--- src/rtl/text_cell_scanner.sv ---
// rtl/text_cell_scanner.sv - pixel stream to text-cell fields for the font lookup
//
// Purpose: walks the active-video pixel stream with incremental cell counters,
// issues the text buffer read address and delays the per-pixel side fields so
// they line up with the synchronous RAM read data.
//
// Ports:
//   clk, rst          pixel clock, asynchronous active-high reset
//   de, sof           active-video strobe, start of frame (with de on first pixel)
//   cursor_en/col/row cursor overlay enable and cell position
//   txt_addr          registered text buffer read address
//   txt_dout          text buffer read data, one cycle after txt_addr
//   cc                character code, txt_dout[6:0]
//   fi                glyph bit index (sub_y*FONT_W + sub_x)
//   off_limits        pixel lies outside the COLS x ROWS text area
//   en                pixel is valid for the glyph lookup
//   cursor_hit        pixel lies inside the visible cursor cell
module text_cell_scanner #(
  parameter int FONT_W       = 10,
  parameter int FONT_H       = 12,
  parameter int COLS         = 64,
  parameter int ROWS         = 40,
  parameter int BLINK_FRAMES = 30
) (
  input  logic                                clk,
  input  logic                                rst,
  input  logic                                de,
  input  logic                                sof,
  input  logic                                cursor_en,
  input  logic [$clog2(COLS)-1:0]             cursor_col,
  input  logic [$clog2(ROWS)-1:0]             cursor_row,
  output logic [$clog2(COLS*ROWS)-1:0]        txt_addr,
  input  logic [7:0]                          txt_dout,
  output logic [6:0]                          cc,
  output logic [$clog2(FONT_W*FONT_H)-1:0]    fi,
  output logic                                off_limits,
  output logic                                en,
  output logic                                cursor_hit
);

  localparam int SXW = $clog2(FONT_W);
  localparam int SYW = $clog2(FONT_H);
  localparam int CW  = $clog2(COLS + 1);
  localparam int RW  = $clog2(ROWS + 1);
  localparam int LBW = $clog2(COLS * ROWS + 1);
  localparam int AW  = $clog2(COLS * ROWS);
  localparam int FIW = $clog2(FONT_W * FONT_H);
  localparam int FCW = $clog2(BLINK_FRAMES);

  logic [SXW-1:0] sub_x_q, sub_x_d;
  logic [CW-1:0]  col_q, col_d;
  logic [SYW-1:0] sub_y_q, sub_y_d;
  logic [RW-1:0]  row_q, row_d;
  logic [LBW-1:0] line_base_q, line_base_d;
  logic [FIW-1:0] fi_base_q, fi_base_d;
  logic           de_q, de_d;
  logic           synced_q, synced_d;
  logic [FCW-1:0] frame_q, frame_d;
  logic           blink_off_q, blink_off_d;
  // stage 1
  logic [AW-1:0]  txt_addr_q, txt_addr_d;
  logic [FIW-1:0] fi1_q, fi1_d;
  logic           off1_q, off1_d;
  logic           en1_q, en1_d;
  logic           cur1_q, cur1_d;
  // stage 2
  logic [FIW-1:0] fi_q, fi_d;
  logic           off_limits_q, off_limits_d;
  logic           en_q, en_d;
  logic           cursor_hit_q, cursor_hit_d;

  // counters as seen by the current pixel (sof makes this pixel cell (0,0))
  logic           sof_px, valid, off;
  logic [SXW-1:0] e_sub_x;
  logic [CW-1:0]  e_col;
  logic [SYW-1:0] e_sub_y;
  logic [RW-1:0]  e_row;
  logic [LBW-1:0] e_line_base, addr_sum;
  logic [FIW-1:0] e_fi_base;
  logic           unused_dout_msb;

  assign unused_dout_msb = txt_dout[7];

  always_comb begin
    sof_px      = de & sof;
    e_sub_x     = sof_px ? '0 : sub_x_q;
    e_col       = sof_px ? '0 : col_q;
    e_sub_y     = sof_px ? '0 : sub_y_q;
    e_row       = sof_px ? '0 : row_q;
    e_line_base = sof_px ? '0 : line_base_q;
    e_fi_base   = sof_px ? '0 : fi_base_q;

    sub_x_d     = sub_x_q;
    col_d       = col_q;
    sub_y_d     = sub_y_q;
    row_d       = row_q;
    line_base_d = line_base_q;
    fi_base_d   = fi_base_q;
    frame_d     = frame_q;
    blink_off_d = blink_off_q;
    de_d        = de;
    synced_d    = synced_q | sof_px;

    if (de) begin
      sub_y_d     = e_sub_y;
      row_d       = e_row;
      line_base_d = e_line_base;
      fi_base_d   = e_fi_base;
      if (e_sub_x == SXW'(FONT_W - 1)) begin
        sub_x_d = '0;
        col_d   = (e_col == CW'(COLS)) ? e_col : e_col + 1'b1;
      end else begin
        sub_x_d = e_sub_x + 1'b1;
        col_d   = e_col;
      end
    end else if (de_q) begin
      // falling edge of de closes the line
      sub_x_d = '0;
      col_d   = '0;
      if (sub_y_q == SYW'(FONT_H - 1)) begin
        sub_y_d   = '0;
        fi_base_d = '0;
        // row and line_base saturate together so line_base stays row*COLS
        if (row_q != RW'(ROWS)) begin
          row_d       = row_q + 1'b1;
          line_base_d = line_base_q + LBW'(COLS);
        end
      end else begin
        sub_y_d   = sub_y_q + 1'b1;
        fi_base_d = fi_base_q + FIW'(FONT_W);
      end
    end

    if (sof_px) begin
      if (frame_q == FCW'(BLINK_FRAMES - 1)) begin
        frame_d     = '0;
        blink_off_d = ~blink_off_q;
      end else begin
        frame_d = frame_q + 1'b1;
      end
    end

    // stage 1: everything is zeroed unless this is a synced active pixel
    valid      = de & (synced_q | sof_px);
    off        = (e_col >= CW'(COLS)) | (e_row >= RW'(ROWS));
    addr_sum   = e_line_base + LBW'(e_col);
    txt_addr_d = (valid & ~off) ? AW'(addr_sum) : '0;
    fi1_d      = valid ? (e_fi_base + FIW'(e_sub_x)) : '0;
    off1_d     = valid & off;
    en1_d      = valid;
    cur1_d     = valid & cursor_en & ~blink_off_q &
                 (e_col == CW'(cursor_col)) & (e_row == RW'(cursor_row));

    // stage 2 lines up with txt_dout
    fi_d         = fi1_q;
    off_limits_d = off1_q;
    en_d         = en1_q;
    cursor_hit_d = cur1_q;
  end

  always_ff @(posedge clk or posedge rst) begin
    if (rst) begin
      sub_x_q      <= '0;
      col_q        <= '0;
      sub_y_q      <= '0;
      row_q        <= '0;
      line_base_q  <= '0;
      fi_base_q    <= '0;
      de_q         <= 1'b0;
      synced_q     <= 1'b0;
      frame_q      <= '0;
      blink_off_q  <= 1'b0;
      txt_addr_q   <= '0;
      fi1_q        <= '0;
      off1_q       <= 1'b0;
      en1_q        <= 1'b0;
      cur1_q       <= 1'b0;
      fi_q         <= '0;
      off_limits_q <= 1'b0;
      en_q         <= 1'b0;
      cursor_hit_q <= 1'b0;
    end else begin
      sub_x_q      <= sub_x_d;
      col_q        <= col_d;
      sub_y_q      <= sub_y_d;
      row_q        <= row_d;
      line_base_q  <= line_base_d;
      fi_base_q    <= fi_base_d;
      de_q         <= de_d;
      synced_q     <= synced_d;
      frame_q      <= frame_d;
      blink_off_q  <= blink_off_d;
      txt_addr_q   <= txt_addr_d;
      fi1_q        <= fi1_d;
      off1_q       <= off1_d;
      en1_q        <= en1_d;
      cur1_q       <= cur1_d;
      fi_q         <= fi_d;
      off_limits_q <= off_limits_d;
      en_q         <= en_d;
      cursor_hit_q <= cursor_hit_d;
    end
  end

  assign txt_addr   = txt_addr_q;
  assign cc         = txt_dout[6:0];
  assign fi         = fi_q;
  assign off_limits = off_limits_q;
  assign en         = en_q;
  assign cursor_hit = cursor_hit_q;

endmodule

--- config.mk ---
export PLATFORM = sky130hd
export DESIGN_NAME = text_cell_scanner
export DESIGN_NICKNAME = d
export VERILOG_FILES = /design/src/rtl/text_cell_scanner.sv
export SDC_FILE = /design/constraint.sdc
export NUM_CORES = 1
export LEC_CHECK = 0
export CORE_ASPECT_RATIO = 0.6
export CORE_MARGIN = 2
export CORE_UTILIZATION = 60
export DETAILED_ROUTE_END_ITERATION = 10
export PLACE_DENSITY = 0.93
export SLEW_MARGIN = 20
export SYNTH_ARGS = -nofsm -noshare
export SYNTH_HDL_FRONTEND = slang
export SYNTH_SLANG_ARGS = --single-unit
--- constraint.sdc ---
create_clock -name clk -period 5.3 [get_ports clk]
set_clock_uncertainty 0.1 [all_clocks]
set_input_delay 0.53 -clock clk [delete_from_list [all_inputs] [get_ports clk]]
set_output_delay 0.53 -clock clk [all_outputs]
set_load 0.01 [all_outputs]
* Word-level counts from Yosys, hierarchy flattened
Index checks and enable logic that the tools add are counted.
** Operators by class
- Equal/unequal tests :: 8
- $mul :: 0
- Order comparisons :: 2
- Divide/modulo/power cells :: 0
- Add/sub/neg operators :: 9
- Reduce and logical (&&, ||, !) cells :: 6
- Muxes and demuxes :: 30
- Shift operators :: 0
- Bitwise operators :: 12
** Operators by type and width (number)
- 12-bit 2-to-1 mux :: 6
- 7-bit 2-to-1 mux :: 10
- 4-bit 2-to-1 mux :: 8
- 6-bit 2-to-1 mux :: 5
- 12-bit by 7-bit adder with 12-bit output :: 1
- 12-bit by 7-bit adder with 12-bit output, second input constant :: 1
- 4-bit by 1-bit adder with 4-bit output, second input constant :: 2
- 1-bit bitwise AND :: 8
- 4-bit equality test, second input constant :: 2
- 7-bit by 1-bit adder with 7-bit output, second input constant :: 1
- 7-bit by 4-bit adder with 7-bit output :: 1
- 7-bit by 4-bit adder with 7-bit output, second input constant :: 1
- 7-bit by 6-bit equality test with 1-bit output :: 1
- 7-bit equality test, second input constant :: 1
- 7-bit greater-or-equal comparator, second input constant :: 1
- 6-bit by 1-bit adder with 6-bit output, second input constant :: 1
- 6-bit equality test :: 1
- 6-bit greater-or-equal comparator, second input constant :: 1
- 6-bit != test, second input constant :: 1
- 2-bit nonzero test :: 3
- 5-bit by 1-bit adder with 5-bit output, second input constant :: 1
- 5-bit equality test, second input constant :: 1
- 5-bit 2-to-1 mux :: 1
- 2-bit AND reduction :: 2
- 4 further kinds :: 6
** Word-level totals
- RAM bits :: 0
- Input port bits :: 25
- Logic and storage cells :: 86
- Bits in latches :: 0
- Memories kept :: 0
- Output and inout port bits :: 29
- Register bits after elaboration :: 80
- Memory bits (read-only) :: 0

* Depth between registers and ports, before layout
Gate-level depths: netlist of the first run.
- Depth in word-level cells :: 7
- Gate-level depth with buffers :: 12
- Gate-level depth less buffers :: 10

* Least setup slack after synthesis of the first run
OpenSTA, ideal clock, no wires.
- Kind :: in2reg
- Start point :: in sof
- End point :: reg txt_addr_q[11], in the netlist txt_addr[11]
- Data required time :: 5.073 ns
- Setup time :: 0.127 ns
- Arrival :: 2.803 ns
- Cell stages on the path :: 10
- Path buffers :: 2
- Slack :: 2.269 ns
- Path through :: buf_2 > nand2_1 > clkbuf_1 > and2_1 > ha_1 > a21o_1 > maj3_1 > a21o_2 > nand3_1 > mux2_1
** Between the ends
- Cells in the longest elaborated chain, start to end :: 7
- Elaborated cells between the ends (all ways) :: 13
- Classes of those cells :: add/sub (1); order compare (2); mux (4); bitwise (6)
** Ends and longest elaborated chain
- start: declaration :: RTL line 28 : input logic sof,
- 1-bit bitwise AND (*) :: RTL line 85 : sof_px = de & sof;
- 7-bit 2-to-1 mux / 6-bit 2-to-1 mux (equally long branches) :: RTL line 87, 89
- 7-bit greater-or-equal comparator / 6-bit greater-or-equal comparator (equally long branches) :: RTL line 145 : off = (e_col >= CW'(COLS)) | (e_row >= RW'(ROWS));
- 1-bit bitwise OR :: RTL line 145
- 1-bit inverter :: RTL line 147 : txt_addr_d = (valid & ~off) ? AW'(addr_sum) : '0;
- 1-bit bitwise AND :: RTL line 147
- 12-bit 2-to-1 mux (*) :: RTL line 147
- net txt_addr_d[11] :: RTL line 61 : logic [AW-1:0] txt_addr_q, txt_addr_d;
- end signal: assignment :: RTL line 193 : txt_addr_q <= txt_addr_d;
- end: declaration :: RTL line 61
The timed path passes the listed nets; every way through them passes the cells marked *.
A chain may end at the register's enable or synchronous reset.

* Final worst setup path of the first run
- Start point :: in sof
- End point :: reg txt_addr_q[10], in the netlist txt_addr[10]
The elaborated chain is that of the path after synthesis.

==> results.yml, run 1 <==
timing:
  slew_viol_final: 0
  rsz0062_at_grt: "no"
  fin_crit_sh_pct: 66.8
  finalCriticalPeriod_ps: 3540
  final_hold_viol_count: 0
  tightest_slew_ps: 660
  max_slew_margin_pct: 56.0
  timing.fmax_mhz: 283
  fin_ws_ps: 1760
  fin_setup_tns_ps: 0
  setup_viol: 0
logic_synthesis:
  ys_dominant_reg_cell: "dfrtp_1"
  post_synth_xor_area_fraction_pct: 3.81
  seq_area_frac_synth_pct: 45.9
  synth_warnings: 0
  synth-simple-area-share_pct: 18.0
  synth.net_count: 503
  synth_mux_area_share_pct: 0.258
  synthAdderAreaFrac_pct: 6.59
  synthArstFlopShare_pct: 100
  ys_ff_latch: 80
  synthCells: 457
  synth_top_family_by_area: "compound AO/OA/AOI/OAI gates"
  ys_types: 56
  synth.avg_cell_area_um2: 9.55
  synth_compound_gate_area_share_pct: 19.7
  synth_area_um2: 4360
  synth_enable_flop_cells: 0
floorplan:
  coreArea_um2: 7150
  die_y_um: 70.1
  io_pins: 54
  die-area_um2: 7990
  start_util_pct: 61.1
  num_rows: 24
  die_w_um: 114
placed_design:
  gp_congestion: 0.938
  io_buffer_count: 38
  dpl_worst_slack_ps: 1430
  hpwl_um: 6980
clock_tree:
  cts_resized: 0
  post_cts_buffers: 0
  clk_pin_slew_ps: 60
  cts.sinks: 80
  cts_root_buf: "clkbuf_16"
  htreeDepth: 3
  clockBufferDepth: 2
  cts_buffers: 9
  hold_buffers: 0
  cts_tree: "built"
  clk_latency_ps: 340
min_path:
  holdCritPathClass: "reg2reg"
setup_path:
  path_cells: "clkdlybuf4s50_1, nand2_1, nand2_1, inv_1, ha_1, fa_1, o22ai_1, o211ai_1, a41oi_1, or3_1, a21oi_1"
  endpoint_kind: "flop"
  worst_r2r_endpoint: "txt_addr[10]$_DFF_PP0_"
  cp_num_buf_inv: 2
  slowest_delay_ps: 720
  critical_path_cell_count: 11
  worst-path-max-fanout: 20
  startpoint_type: "input port"
  cp_common_cell: "nand2_1"
  cpMaxStageDelayCell: "clkdlybuf4s50_1"
  worstPathArrival_ps: 3650
  crit_path_end: "txt_addr[10]$_DFF_PP0_"
  worstPathRequired_ps: 5410
  r2r_start: "col_q[0]$_DFFE_PP0N_"
  ff2ff_setup_slack_ps: 2850
  reg2reg_depth: 9
  startpoint: "sof"
  crit_type: "in2reg"
  cpLargestDelayFamily: "simple AND/OR/NAND/NOR gates"
global_routing:
  grt_usage_pct: 27.9
  grt.overflow.total: 0
  antenna_found_initial: 0
  grt_pass1_wl_um: 17200
  grt_max_degree: 81
  grt_pass1_vias: 3469
status:
  status: "finished, final reports clean"
drt:
  routed_via_density: 6.29
  vias: 3640
  ant_nets: 0
  drtIter0Drc: 353
  wirelength_um: 10200
  drc_errors: 0
  wl_per_cell_um: 17.5
  dr.pass1.iters: 6
power:
  p_seq_share_pct: 46.0
  switchingPower_uw: 411
  ir_worst_vdd_mv: 0.196
  p_int_uw: 1150
  p_leak_uw: 0.00220
  powerDensity_nw_per_um2: 309
  switching_share_pct: 26.4
  combPwrFrac_pct: 13.8
  pwr-share-clk_pct: 40.2
cells_and_area:
  area_growth_pct: 15.8
  fin_nets: 529
  drive_gt1_share_pct: 4.71
  antennaDiodeCount: 0
job:
  cap_violations: 0
[cell usage after synthesis, types with 3 or more instances]
| cell | number | area share [%] |
|---|---|---|
| buf_2 | 10 | 1.1 |
| nand3_1 | 14 | 1.6 |
| or3_1 | 6 | 0.86 |
| o32ai_1 | 6 | 1.2 |
| xnor2_1 | 13 | 2.6 |
| and4_1 | 3 | 0.60 |
| o211ai_1 | 3 | 0.52 |
| nand2_1 | 32 | 2.8 |
| a211oi_1 | 3 | 0.52 |
| clkbuf_1 | 8 | 0.69 |
| o41ai_1 | 4 | 0.80 |
| dfrtp_1 | 80 | 46 |
| nand4_1 | 5 | 0.72 |
| a21o_1 | 6 | 1.0 |
| nor3_1 | 9 | 1.0 |
| a31oi_1 | 9 | 1.3 |
| and3_1 | 4 | 0.57 |
| inv_1 | 24 | 2.1 |
| xor2_1 | 6 | 1.2 |
| buf_4 | 9 | 1.5 |
| o21ai_0 | 40 | 4.6 |
| o21a_1 | 3 | 0.52 |
| nor2_1 | 37 | 3.2 |
| nor2b_1 | 5 | 0.72 |
| a22o_1 | 5 | 1.0 |
| and2_1 | 24 | 3.4 |
| ha_1 | 19 | 5.4 |
| nor4_1 | 3 | 0.43 |
| o21ai_1 | 3 | 0.34 |
| a21oi_1 | 23 | 2.6 |
| nor4bb_1 | 5 | 1.1 |
| o22ai_1 | 3 | 0.43 |
| o31ai_1 | 4 | 0.69 |
[state kept, by name, indices dropped and copies added, names as in the netlist, 4 cells and up]
signal and count:
sub_y_q 4, line_base_q 12, fi 7, frame_q 5, row_q 6, col_q 7, sub_x_q 4, txt_addr 12
fi1_q 7, fi_base_q 7
[metal layers]
layer,track usage (%),up-vias,part of all wire [%]
met5,0,-,0
met4,11.2,0,2.5
met3,8.94,31,8.3
met2,41.3,179,45
met1,38.4,1752,44
li1,-,1678,-
[power groups by stage]
| stage | sequential [uW] | combinational, uW | clock (uW) |
|---|---|---|---|
| after global placement | 721 | 198 | 0 |
| after detailed placement | 727 | 211 | 0 |
| after floorplan | 710 | 151 | 0 |
| after global routing | 726 | 246 | 665 |
| final | 718 | 215 | 627 |
| after CTS | 716 | 214 | 638 |
[kinds of logic (layout without fill, tap and decap cells)]
kind of cell             Yosys count  count (layout)
adder cells (fa/ha/maj)           22              22
multiplexers                       1               1
XOR/XNOR                          19              19
flip-flops                        80              80
buffers and inverters             52              83
AO/OA/AOI/OAI                    130             130
AND/OR/NAND/NOR                  153             153
[layout make-up]
| class | instances | area [um2] |
|---|---|---|
| flip-flops and latches | 80 | 2000 |
| well taps | 91 | 114 |
| multi-input cells | 325 | 2110 |
| fillers | 524 | 2090 |
| clock inverters | 2 | 37.5 |
| repair buffers | 43 | 430 |
| inverters | 24 | 91.3 |
| clock buffers | 14 | 264 |
[metrics by stage]
stage	cell area [um2]	hold slack, ps	cells	utilization [%]	total power, uW
global route	5050	246	579	70.7	1640
floorplan	4360	231	457	-	862
detailed placement	4730	235	562	66.2	937
finish	5050	243	579	70.7	1560
CTS	5030	242	578	70.4	1570
global placement	4730	233	562	66.2	919
[how the worst min path moves through the flow]
| stage | startpoint | end | slack (ps) | cells past startpoint |
|---|---|---|---|---|
| floorplan | cur1_q$_DFF_PP0_ | cursor_hit$_DFF_PP0_ | 230 | 0 |
| global placement | cur1_q$_DFF_PP0_ | cursor_hit$_DFF_PP0_ | 230 | 0 |
| detailed placement | fi1_q[6]$_DFF_PP0_ | fi[6]$_DFF_PP0_ | 230 | 0 |
| CTS | fi1_q[6]$_DFF_PP0_ | fi[6]$_DFF_PP0_ | 240 | 0 |
| global route | fi1_q[3]$_DFF_PP0_ | fi[3]$_DFF_PP0_ | 250 | 0 |
| finish | fi1_q[6]$_DFF_PP0_ | fi[6]$_DFF_PP0_ | 240 | 0 |
[cell usage in the layout, fill, tap and decap left out, types with 5 or more instances in the layout]
cell | synthesis | routed
o21ai_0 | 40 | 40
nor3_1 | 9 | 9
xor2_1 | 6 | 6
a21o_1 | 6 | 6
or3_1 | 6 | 6
clkdlybuf4s50_1 | 0 | 38
and2_1 | 24 | 24
nand2_1 | 32 | 32
a22o_1 | 5 | 5
o32ai_1 | 6 | 6
nor4bb_1 | 5 | 5
ha_1 | 19 | 19
clkbuf_16 | 0 | 9
a31oi_1 | 9 | 9
inv_1 | 24 | 23
xnor2_1 | 13 | 13
dfrtp_1 | 80 | 80
nor2b_1 | 5 | 5
nor2_1 | 37 | 37
nand3_1 | 14 | 14
nand4_1 | 5 | 5
a21oi_1 | 23 | 23
No activity file was read; power rests on OpenSTA's default activity.
==> run 2, diff against run 1 <==
--- a/config.mk
+++ b/config.mk
@@ -7,9 +7,9 @@
 export LEC_CHECK = 0
 export CORE_ASPECT_RATIO = 0.6
 export CORE_MARGIN = 2
-export CORE_UTILIZATION = 60
+export CORE_UTILIZATION = 50
 export DETAILED_ROUTE_END_ITERATION = 10
-export PLACE_DENSITY = 0.93
+export PLACE_DENSITY = 0.84
 export SLEW_MARGIN = 20
 export SYNTH_ARGS = -nofsm -noshare
 export SYNTH_HDL_FRONTEND = slang
==> constraint.sdc (replaced) <==
create_clock -name clk -period 3.1 [get_ports clk]
set_clock_uncertainty 0.1 [all_clocks]
set_input_delay 0.31 -clock clk [delete_from_list [all_inputs] [get_ports clk]]
set_output_delay 0.31 -clock clk [all_outputs]
set_load 0.01 [all_outputs]
==> run 2 against run 1 <==
Cell count is 5.0% higher; flip-flop and latch count stayed put; count of clock-buffer cells in the layout is 3 lower; sequential power is 71% higher; die area is 19% higher; non-clock buffer count is 8 higher; combinational power is 76% higher; cell area is 4.0% higher; wire length is 2.1% higher; first-iteration DRC count is 0.85% lower; critical endpoint unchanged.
==> results.yml, run 2 (synthesis gave the netlist of run 1 again) <==
cells_and_area:
  final_cell_mix: "dfrtp_1 (80), o21ai_0 (40), clkdlybuf4s50_1 (38), nor2_1 (37), nand2_1 (32)"
  final_common_cell: "dfrtp_1"
  fin_util_pct: 61.9
  area_growth_pct: 20.4
  drive_gt1_share_pct: 6.85
  antennaDiodeCount: 0
  stdcell_count: 608
  fin_nets: 537
placed_design:
  io_buffer_count: 38
  dp.cells: 592
  hpwl_um: 7120
  gp_congestion: 0.902
  dpl_worst_slack_ps: 38.2
floorplan:
  num_rows: 26
  coreArea_um2: 8490
  io_pins: 54
  start_util_pct: 51.4
  die_w_um: 125
  die-area_um2: 9520
  die_y_um: 76.4
clock_tree:
  cts_resized: 0
  htreeDepth: 3
  hold_buffers: 0
  clk_pin_slew_ps: 60
  cts_root_buf: "clkbuf_16"
  clockBufferDepth: 2
  cts_tree: "built"
  cts_buffers: 9
  cts.sinks: 80
  post_cts_buffers: 0
  clk_latency_ps: 340
setup_path:
  worstPathArrival_ps: 3010
  endpoint_kind: "flop"
  slowest_delay_ps: 550
  crit_type: "in2reg"
  reg2reg_depth: 9
  cp_num_buf_inv: 2
  path_cells: "clkdlybuf4s50_1, nand2_1, nand2_1, inv_1, ha_1, fa_1, o22ai_1, o211ai_1, a41oi_1, o21ai_0, a21oi_1"
  worst-path-max-fanout: 6
  critical_path_cell_count: 11
  cpMaxStageDelayCell: "clkdlybuf4s50_1"
  startpoint_type: "input port"
  worst_r2r_endpoint: "txt_addr[10]$_DFF_PP0_"
  ff2ff_setup_slack_ps: 640
  worstPathRequired_ps: 3260
  cpLargestDelayFamily: "compound AO/OA/AOI/OAI gates"
  r2r_start: "col_q[0]$_DFFE_PP0N_"
  cp_common_cell: "nand2_1"
global_routing:
  grt_pass1_wl_um: 17200
  antenna_found_initial: 0
  grt_usage_pct: 22.6
  grt_pass1_vias: 3485
  grt.overflow.total: 0
  grt_max_degree: 43
timing:
  fin_setup_tns_ps: 0
  finalCriticalPeriod_ps: 2850
  slew_viol_final: 0
  timing.fmax_mhz: 351
  rsz0062_at_grt: "no"
  hold_slack_ps: 248
  max_slew_margin_pct: 52.3
  fin_ws_ps: 250
  final_hold_viol_count: 0
  fin_crit_sh_pct: 91.9
  setup_viol: 0
  tightest_slew_ps: 714
job:
  cap_violations: 0
power:
  p_int_uw: 2300
  ir_worst_vdd_mv: 0.347
  switchingPower_uw: 733
  p_leak_uw: 0.00230
  p_seq_share_pct: 40.5
  powerDensity_nw_per_um2: 577
  pwr-share-clk_pct: 47.0
  combPwrFrac_pct: 12.5
  switching_share_pct: 24.2
drt:
  drc_errors: 0
  wirelength_um: 10400
  drtIter0Drc: 350
  vias: 3686
  wl_per_cell_um: 17.1
  ant_nets: 0
  routed_via_density: 6.06
  dr.pass1.iters: 4
min_path:
  hold_path_end: "en$_DFF_PP0_"
  min_path_cells: 0
  hold_start: "en1_q$_DFF_PP0_"
  holdCritPathClass: "reg2reg"
status:
  status: "finished, final reports clean"
run 2: changes by cell type in the layout (fill, tap and decap cells not counted):
| cell | before | now |
|---|---|---|
| clkbuf_1 | 3 | 0 |
| buf_12 | 1 | 2 |
| buf_4 | 4 | 11 |
| clkinvlp_4 | 1 | 0 |
| bufinv_16 | 1 | 5 |
run 2: worst max path at each step:
| stage | start | end | slack (ps) |
|---|---|---|---|
| CTS | de | txt_addr[10]$_DFF_PP0_ | 340 |
| global route | de | txt_addr[10]$_DFF_PP0_ | 160 |
| floorplan | sof | txt_addr[11]$_DFF_PP0_ | 290 |
| detailed placement | de | txt_addr[10]$_DFF_PP0_ | 40 |
| global placement | de | txt_addr[11]$_DFF_PP0_ | 90 |
| finish | de | txt_addr[10]$_DFF_PP0_ | 250 |
run 2: cell type report:
type / instances / area [um2]
Sequential cell: 80 / 2000
Timing Repair Buffer: 51 / 503
Tap cell: 112 / 140
Inverter: 24 / 91.3
Fill cell: 648 / 3240
Multi-Input combinational cell: 325 / 2110
Clock buffer: 11 / 253
Clock inverter: 5 / 150
run 2: worst register-to-register path, stage by stage (launching register included):
cell and delay, ps:
dfrtp_1 420, nand2_1 100, inv_1 80, ha_1 230, fa_1 430, o22ai_1 250
o211ai_1 190, a41oi_1 300, o21ai_0 120, a21oi_1 170
run 2: power by group through the flow:
stage | clock network (uW) | registers (uW) | logic (uW)
2_1_floorplan | 0 | 1210 | 259
3_3_place_gp | 0 | 1230 | 352
3_5_place_dp | 0 | 1240 | 376
4_1_cts | 1430 | 1220 | 380
5_1_grt | 1490 | 1240 | 421
6_report | 1420 | 1230 | 379
run 2: per-layer routing:
metal / part of all wire, % / GRT usage, % / vias to the layer above / wire [um]
met4: 2.0 / 8.43 / 0 / 210
met3: 7.2 / 6.39 / 25 / 747
met2: 45 / 34.4 / 163 / 4670
met1: 46 / 31.0 / 1802 / 4740
li1: - / - / 1696 / -
met5: 0 / 0 / - / 0
run 2: through the flow:
stage / instance area, um2 / total power (uW)
6_report: 5250 / 3030
5_1_grt: 5250 / 3150
4_1_cts: 5250 / 3040
3_5_place_dp: 4850 / 1620
3_3_place_gp: 4850 / 1590
2_1_floorplan: 4360 / 1470
==> run 3, diff against run 2 <==
--- a/config.mk
+++ b/config.mk
@@ -5,6 +5,7 @@
 export SDC_FILE = /design/constraint.sdc
 export NUM_CORES = 1
 export LEC_CHECK = 0
+export ABC_AREA = 1
 export CORE_ASPECT_RATIO = 0.6
 export CORE_MARGIN = 2
 export CORE_UTILIZATION = 50
==> constraint.sdc (replaced) <==
create_clock -name clk -period 2.58 [get_ports clk]
set_clock_uncertainty 0.1 [all_clocks]
set_input_delay 0.258 -clock clk [delete_from_list [all_inputs] [get_ports clk]]
set_output_delay 0.258 -clock clk [all_outputs]
set_load 0.01 [all_outputs]
==> run 3 against run 2 <==
Flip-flop and latch count stayed put; utilization is 0.47 points lower; synthesized cell count is 16% higher; sequential power is 24% higher; setup slack better by 20 ps; power is 14% higher; cell area is 0.76% lower; largest power group is now registers; cell count is 15% higher; combinational power is 78% higher; die area stayed put; area after synthesis stayed put; largest cell class is now registers; critical path depth is 1 higher.
==> results.yml, run 3 <==
status:
  status: "finished, final reports clean"
cells_and_area:
  fin_nets: 629
  antennaDiodeCount: 0
  stdcell_count: 700
  final_common_cell: "nand2_1"
  final_cell_mix: "nand2_1 (90), dfrtp_1 (80), inv_1 (74), nor2_1 (67)"
  drive_gt1_share_pct: 10.5
  area_growth_pct: 19.4
placed_design:
  dpl_worst_slack_ps: -54.8
  hpwl_um: 7530
  io_buffer_count: 38
  dp.cells: 684
  gp_congestion: 0.969
floorplan:
  start_util_pct: 51.4
  die_w_um: 125
  die-area_um2: 9520
  num_rows: 26
  die_y_um: 76.4
  coreArea_um2: 8490
  io_pins: 54
global_routing:
  antenna_found_initial: 0
  grt_usage_pct: 22.9
  grt_pass1_vias: 3696
  grt.overflow.total: 0
  grt_max_degree: 49
  grt_pass1_wl_um: 17300
power:
  ir_worst_vdd_mv: 0.367
  p_leak_uw: 0.00249
  powerDensity_nw_per_um2: 662
drt:
  wl_per_cell_um: 14.6
  dr.pass1.iters: 5
  drtIter0Drc: 318
  ant_nets: 0
  vias: 3815
  wirelength_um: 10200
  routed_via_density: 5.45
  drc_errors: 0
logic_synthesis:
  ys_dominant_reg_cell: "dfrtp_1"
  synth_common_cells: "nand2_1 (90), dfrtp_1 (80), inv_1 (75)"
  seq_area_frac_synth_pct: 45.9
  synthCells: 532
  synth_area_um2: 4360
  synthArstFlopShare_pct: 100
  synth_warnings: 0
  synth_enable_flop_cells: 0
  yosys-top-cells-area: "dfrtp_1 (46%), nand2_1 (7.7%), inv_1 (6.5%)"
  synth.net_count: 578
  synth_top_cell_area_share_pct: 45.9
  synth.avg_cell_area_um2: 8.20
  synth_most_common_cell: "nand2_1"
  ys_ff_latch: 80
  ys_types: 38
  yosysTopAreaCell: "dfrtp_1"
setup_path:
  worstPathArrival_ps: 2440
  startpoint_type: "input port"
  endpoint_kind: "flop"
  worst_r2r_endpoint: "col_q[5]$_DFFE_PP0N_"
  cpLargestDelayFamily: "buffers and inverters"
  reg2reg_depth: 11
  cpMaxStageDelayCell: "clkdlybuf4s50_1"
  path_cells: "clkdlybuf4s50_1, nand2_4, inv_4, buf_4, nor2_1, ha_1, a21oi_1, nand2_1, nor2_1, nand2_1, a21oi_1, nor2_1"
  ff2ff_setup_slack_ps: 470
  worstPathRequired_ps: 2710
  worst-path-max-fanout: 12
  cp_num_buf_inv: 3
  cp_common_cell: "nor2_1"
  r2r_start: "sub_x_q[0]$_DFFE_PP0N_"
  crit_type: "in2reg"
  slowest_delay_ps: 530
timing:
  timing.fmax_mhz: 433
  setup_viol: 0
  slew_viol_final: 0
  fin_crit_sh_pct: 89.6
  tightest_slew_ps: 593
  fin_ws_ps: 269
  rsz0062_at_grt: "no"
  finalCriticalPeriod_ps: 2310
  max_slew_margin_pct: 60.4
  final_hold_viol_count: 0
job:
  cap_violations: 0
clock_tree:
  cts_root_buf: "clkbuf_16"
  clockBufferDepth: 2
  cts_resized: 0
  htreeDepth: 3
  cts_buffers: 9
  cts_tree: "built"
  post_cts_buffers: 0
  clk_latency_ps: 350
  hold_buffers: 0
  clk_pin_slew_ps: 60
  cts.sinks: 80
min_path:
  holdCritPathClass: "in2async"
-- run 3: routing by layer --
metal | vias up | global-route usage, % | share of wire (%)
met5 | - | 0 | 0
met4 | 0 | 7.98 | 2.3
met3 | 23 | 5.83 | 6.1
met2 | 136 | 35.1 | 45
met1 | 1836 | 31.8 | 47
li1 | 1820 | - | -
-- run 3: power by group --
part	internal (uW)	total, uW	switching [uW]	leakage [uW]
combinational	268	676	408	0.00128
sequential	1410	1520	116	0.00106
clock	740	1250	512	0.000145
total	2420	3450	1040	0.00249
-- run 3: metrics by stage --
stage | hold slack, ps | area (um2) | util (%) | setup TNS (ps) | power, uW
after floorplan | 189 | 4360 | - | 0 | 1970
after global placement | 233 | 4920 | 58.0 | -22.0 | 2160
after detailed placement | 236 | 4920 | 58.0 | -147 | 2210
after CTS | 223 | 5210 | 61.4 | 0 | 3460
after global routing | 256 | 5210 | 61.4 | 0 | 3620
final | 194 | 5210 | 61.4 | 0 | 3450
-- run 3: cell families after synthesis --
kind of cell	after synthesis	synth area share (%)
simple gates	225	22.7
buf+inv	97	9.52
compound gates	91	11.9
flops	80	45.9
fa+ha+maj	21	6.36
xor+xnor	17	3.41
mux	1	0.258
-- run 3: area by class of cell --
cell class / count / area, um2
multi-input cells: 355 / 1950
clock buffers: 9 / 225
clock inverters: 7 / 62.6
flip-flops and latches: 80 / 2000
repair buffers: 56 / 528
well taps: 112 / 140
fillers: 717 / 3280
inverters: 81 / 308
-- run 3: worst max-delay path by stage --
stage	endpoint	cells past startpoint	from
2_1_floorplan	blink_off_q$_DFFE_PP0P_	1	rst
3_3_place_gp	txt_addr[9]$_DFF_PP0_	12	de
3_5_place_dp	col_q[5]$_DFFE_PP0N_	13	de
4_1_cts	fi1_q[6]$_DFF_PP0_	14	de
5_1_grt	txt_addr[9]$_DFF_PP0_	12	de
6_report	txt_addr[9]$_DFF_PP0_	12	de
-- run 3: worst reg2reg max path: stages (launching register included) --
cell	delay [ps]
dfrtp_1	350
inv_1	70
nor2_1	150
buf_4	140
ha_1	130
nand2_1	80
nor3_4	310
nand2_1	150
nor3_1	250
a21oi_1	110
nand2_1	70
o21ai_0	70
==> RTL change (config.mk and constraints of run 3) <==
The parameter `COLS` goes from 64 to 128.
--- a/src/rtl/text_cell_scanner.sv
+++ b/src/rtl/text_cell_scanner.sv
@@ -20,3 +20,3 @@
   parameter int FONT_H       = 12,
-  parameter int COLS         = 64,
+  parameter int COLS         = 128,
   parameter int ROWS         = 40,
Interface: changed (resized cursor_col and txt_addr); port bits go from 54 to 56. No check against the original RTL was run, so the function may have changed too.
==> RTL change against run 3 <==
  * Synthesized cell count increased by 4.1%
  * Sequential cell count grew 3
  * Worst hold slack better by 0.035 ns
  * Design area increased by 6.1%
  * Non-clock buffer count grew 12
  * Routed wire length rose by 7.3%
  * Synthesized area grew 4.6%
  * Utilization is 2.3 points higher
  * Critical path depth grew 1
  * Worst setup slack better by 0.00093 ns
  * Power is 2.6% higher
  * Highest routed layer unchanged
==> RTL change: results (changes against run 3) <==
* Layout cells sized above 1 at 0.108 (was 0.105)
* Clk slew on worst S/H paths at 0.07 ns
* GRT Util Overall at 0.243 (was 0.229)
* HPWL after DPL at 8270 um (was 7530 um)
* Slowest cell on the critical path: clkdlybuf4s50_1 (unchanged)
* Sequential Area at 0.00208 mm^2 (was 0.00200 mm^2)
* Non-filler cells in the finished layout at 733 (was 700)
* CTS H-tree lvls at 3 (unchanged)
* VDD IR max at 0.390 mV (was 0.367 mV)
* WL met1 at 5200 um (was 4790 um)
* GP Congestion at 0.958 (was 0.969)
* Non-clk bufs at 68 (was 56)
* Post-CTS Setup Repair Bufs at 0 (unchanged)
* Lkg Pwr at 2.70 nW (was 2.49 nW)
* Sequential area share after synthesis at 0.455 (was 0.459)
* Metal2 WL at 4910 um (was 4580 um)
* DRT iter0 DRCs at 326 (was 318)
* Critical Path Max Stage Delay at 0.51 ns (was 0.53 ns)
* Dpl ws at -0.0604 ns (was -0.0548 ns)
* Vias in the first global route at 3947 (was 3696)
* Routed vias at 3959 (was 3815)
* First-pass GRT wire length at 18800 um (was 17300 um)
* Hold crit path type: in -> async (unchanged)
* Filler Cell Count at 685 (was 717)
* Clk_buf instances at 11 (was 9)
* Post-synth cell types at 43 (was 38)
* Routed WL at 11000 um (was 10200 um)
* Largest net degree at the start of global routing at 38 (was 49)
* Final clock-cell share at 0.0548 (was 0.0552)
* Initial antenna violation count at 0 (unchanged)
* Comb_multi_in at 369 (was 355)
* Nets at 664 (was 629)
* Top post-synthesis cells by area: dfrtp_1 (45%), nand2_1 (7.6%), inv_1 (6.7%) (was dfrtp_1 (46%), nand2_1 (7.7%), inv_1 (6.5%))
* Outcome: complete, no violations (unchanged)
* Post-synth net total at 601 (was 578)
* Placed cell count at 718 (was 684)
* Synth warnings at 0 (unchanged)
* Clock Sink Count at 83 (was 80)
* Non-clock inverter count at 86 (was 81)
* Multi-input logic portion of the cell area at 0.368 (was 0.374)
* WL met3 at 721 um (was 622 um)
* Core area at 0.00869 mm^2 (was 0.00849 mm^2)
* Ys async rst share at 1.00 (unchanged)
* Final non-clock buffer share at 0.117 (was 0.101)
* Top post-synthesis cells by count: nand2_1 (93), dfrtp_1 (83), inv_1 (82) (was nand2_1 (90), dfrtp_1 (80), inv_1 (75))
* Max Used Layer: met4 (unchanged)
* Placed Area at 0.00523 mm^2 (was 0.00492 mm^2)
* IO Port Bufs at 40 (was 38)
* Final instance area at 0.00553 mm^2 (was 0.00521 mm^2)
## RTL change: changes by cell type in the layout (fill, tap and decap cells not counted), moves of 3 or more
cell	before	now
buf_4	17	25
nor2_1	67	76
clkinv_2	6	2
nand2_1	90	93
inv_1	74	81
dfrtp_1	80	83
## RTL change: final timing paths
| check | start | end | slack (ns) | depth (start not counted) |
|---|---|---|---|---|
| max reg2reg | col_q[0]$_DFFE_PP0N_ | txt_addr[10]$_DFF_PP0_ | 0.42 | 13 |
| min reg2reg | fi1_q[0]$_DFF_PP0_ | fi[0]$_DFF_PP0_ | 0.25 | 0 |
| min | rst | col_q[1]$_DFFE_PP0N_ | 0.23 | 2 |
| min in group clk | fi1_q[0]$_DFF_PP0_ | fi[0]$_DFF_PP0_ | 0.25 | 0 |
| max in group asynchronous | rst | line_base_q[7]$_DFFE_PP0P_ | 1.59 | 3 |
| max | de | fi1_q[6]$_DFF_PP0_ | 0.27 | 13 |
## RTL change: per-layer routing
layer,up-vias,track usage
met3,14,0.0620
met5,-,0
met1,1889,0.347
li1,1909,-
met4,0,0.0791
met2,147,0.365
## RTL change: where the power goes
group	switching, W	leakage [nW]	internal (W)	total (W)
clock network	0.000518	0.144	0.000795	0.00131
registers	0.000109	1.11	0.00145	0.00156
logic	0.000399	1.45	0.000273	0.000672
total	0.00103	2.70	0.00252	0.00354
## RTL change: cell families (layout without fill, tap and decap cells)
family | Yosys count | after routing | synth area share
compound gates | 93 | 93 | 0.117
buf+inv | 102 | 169 | 0.0989
xor+xnor | 17 | 17 | 0.0326
fa+ha+maj | 21 | 21 | 0.0608
flops | 83 | 83 | 0.455
simple gates | 238 | 238 | 0.236
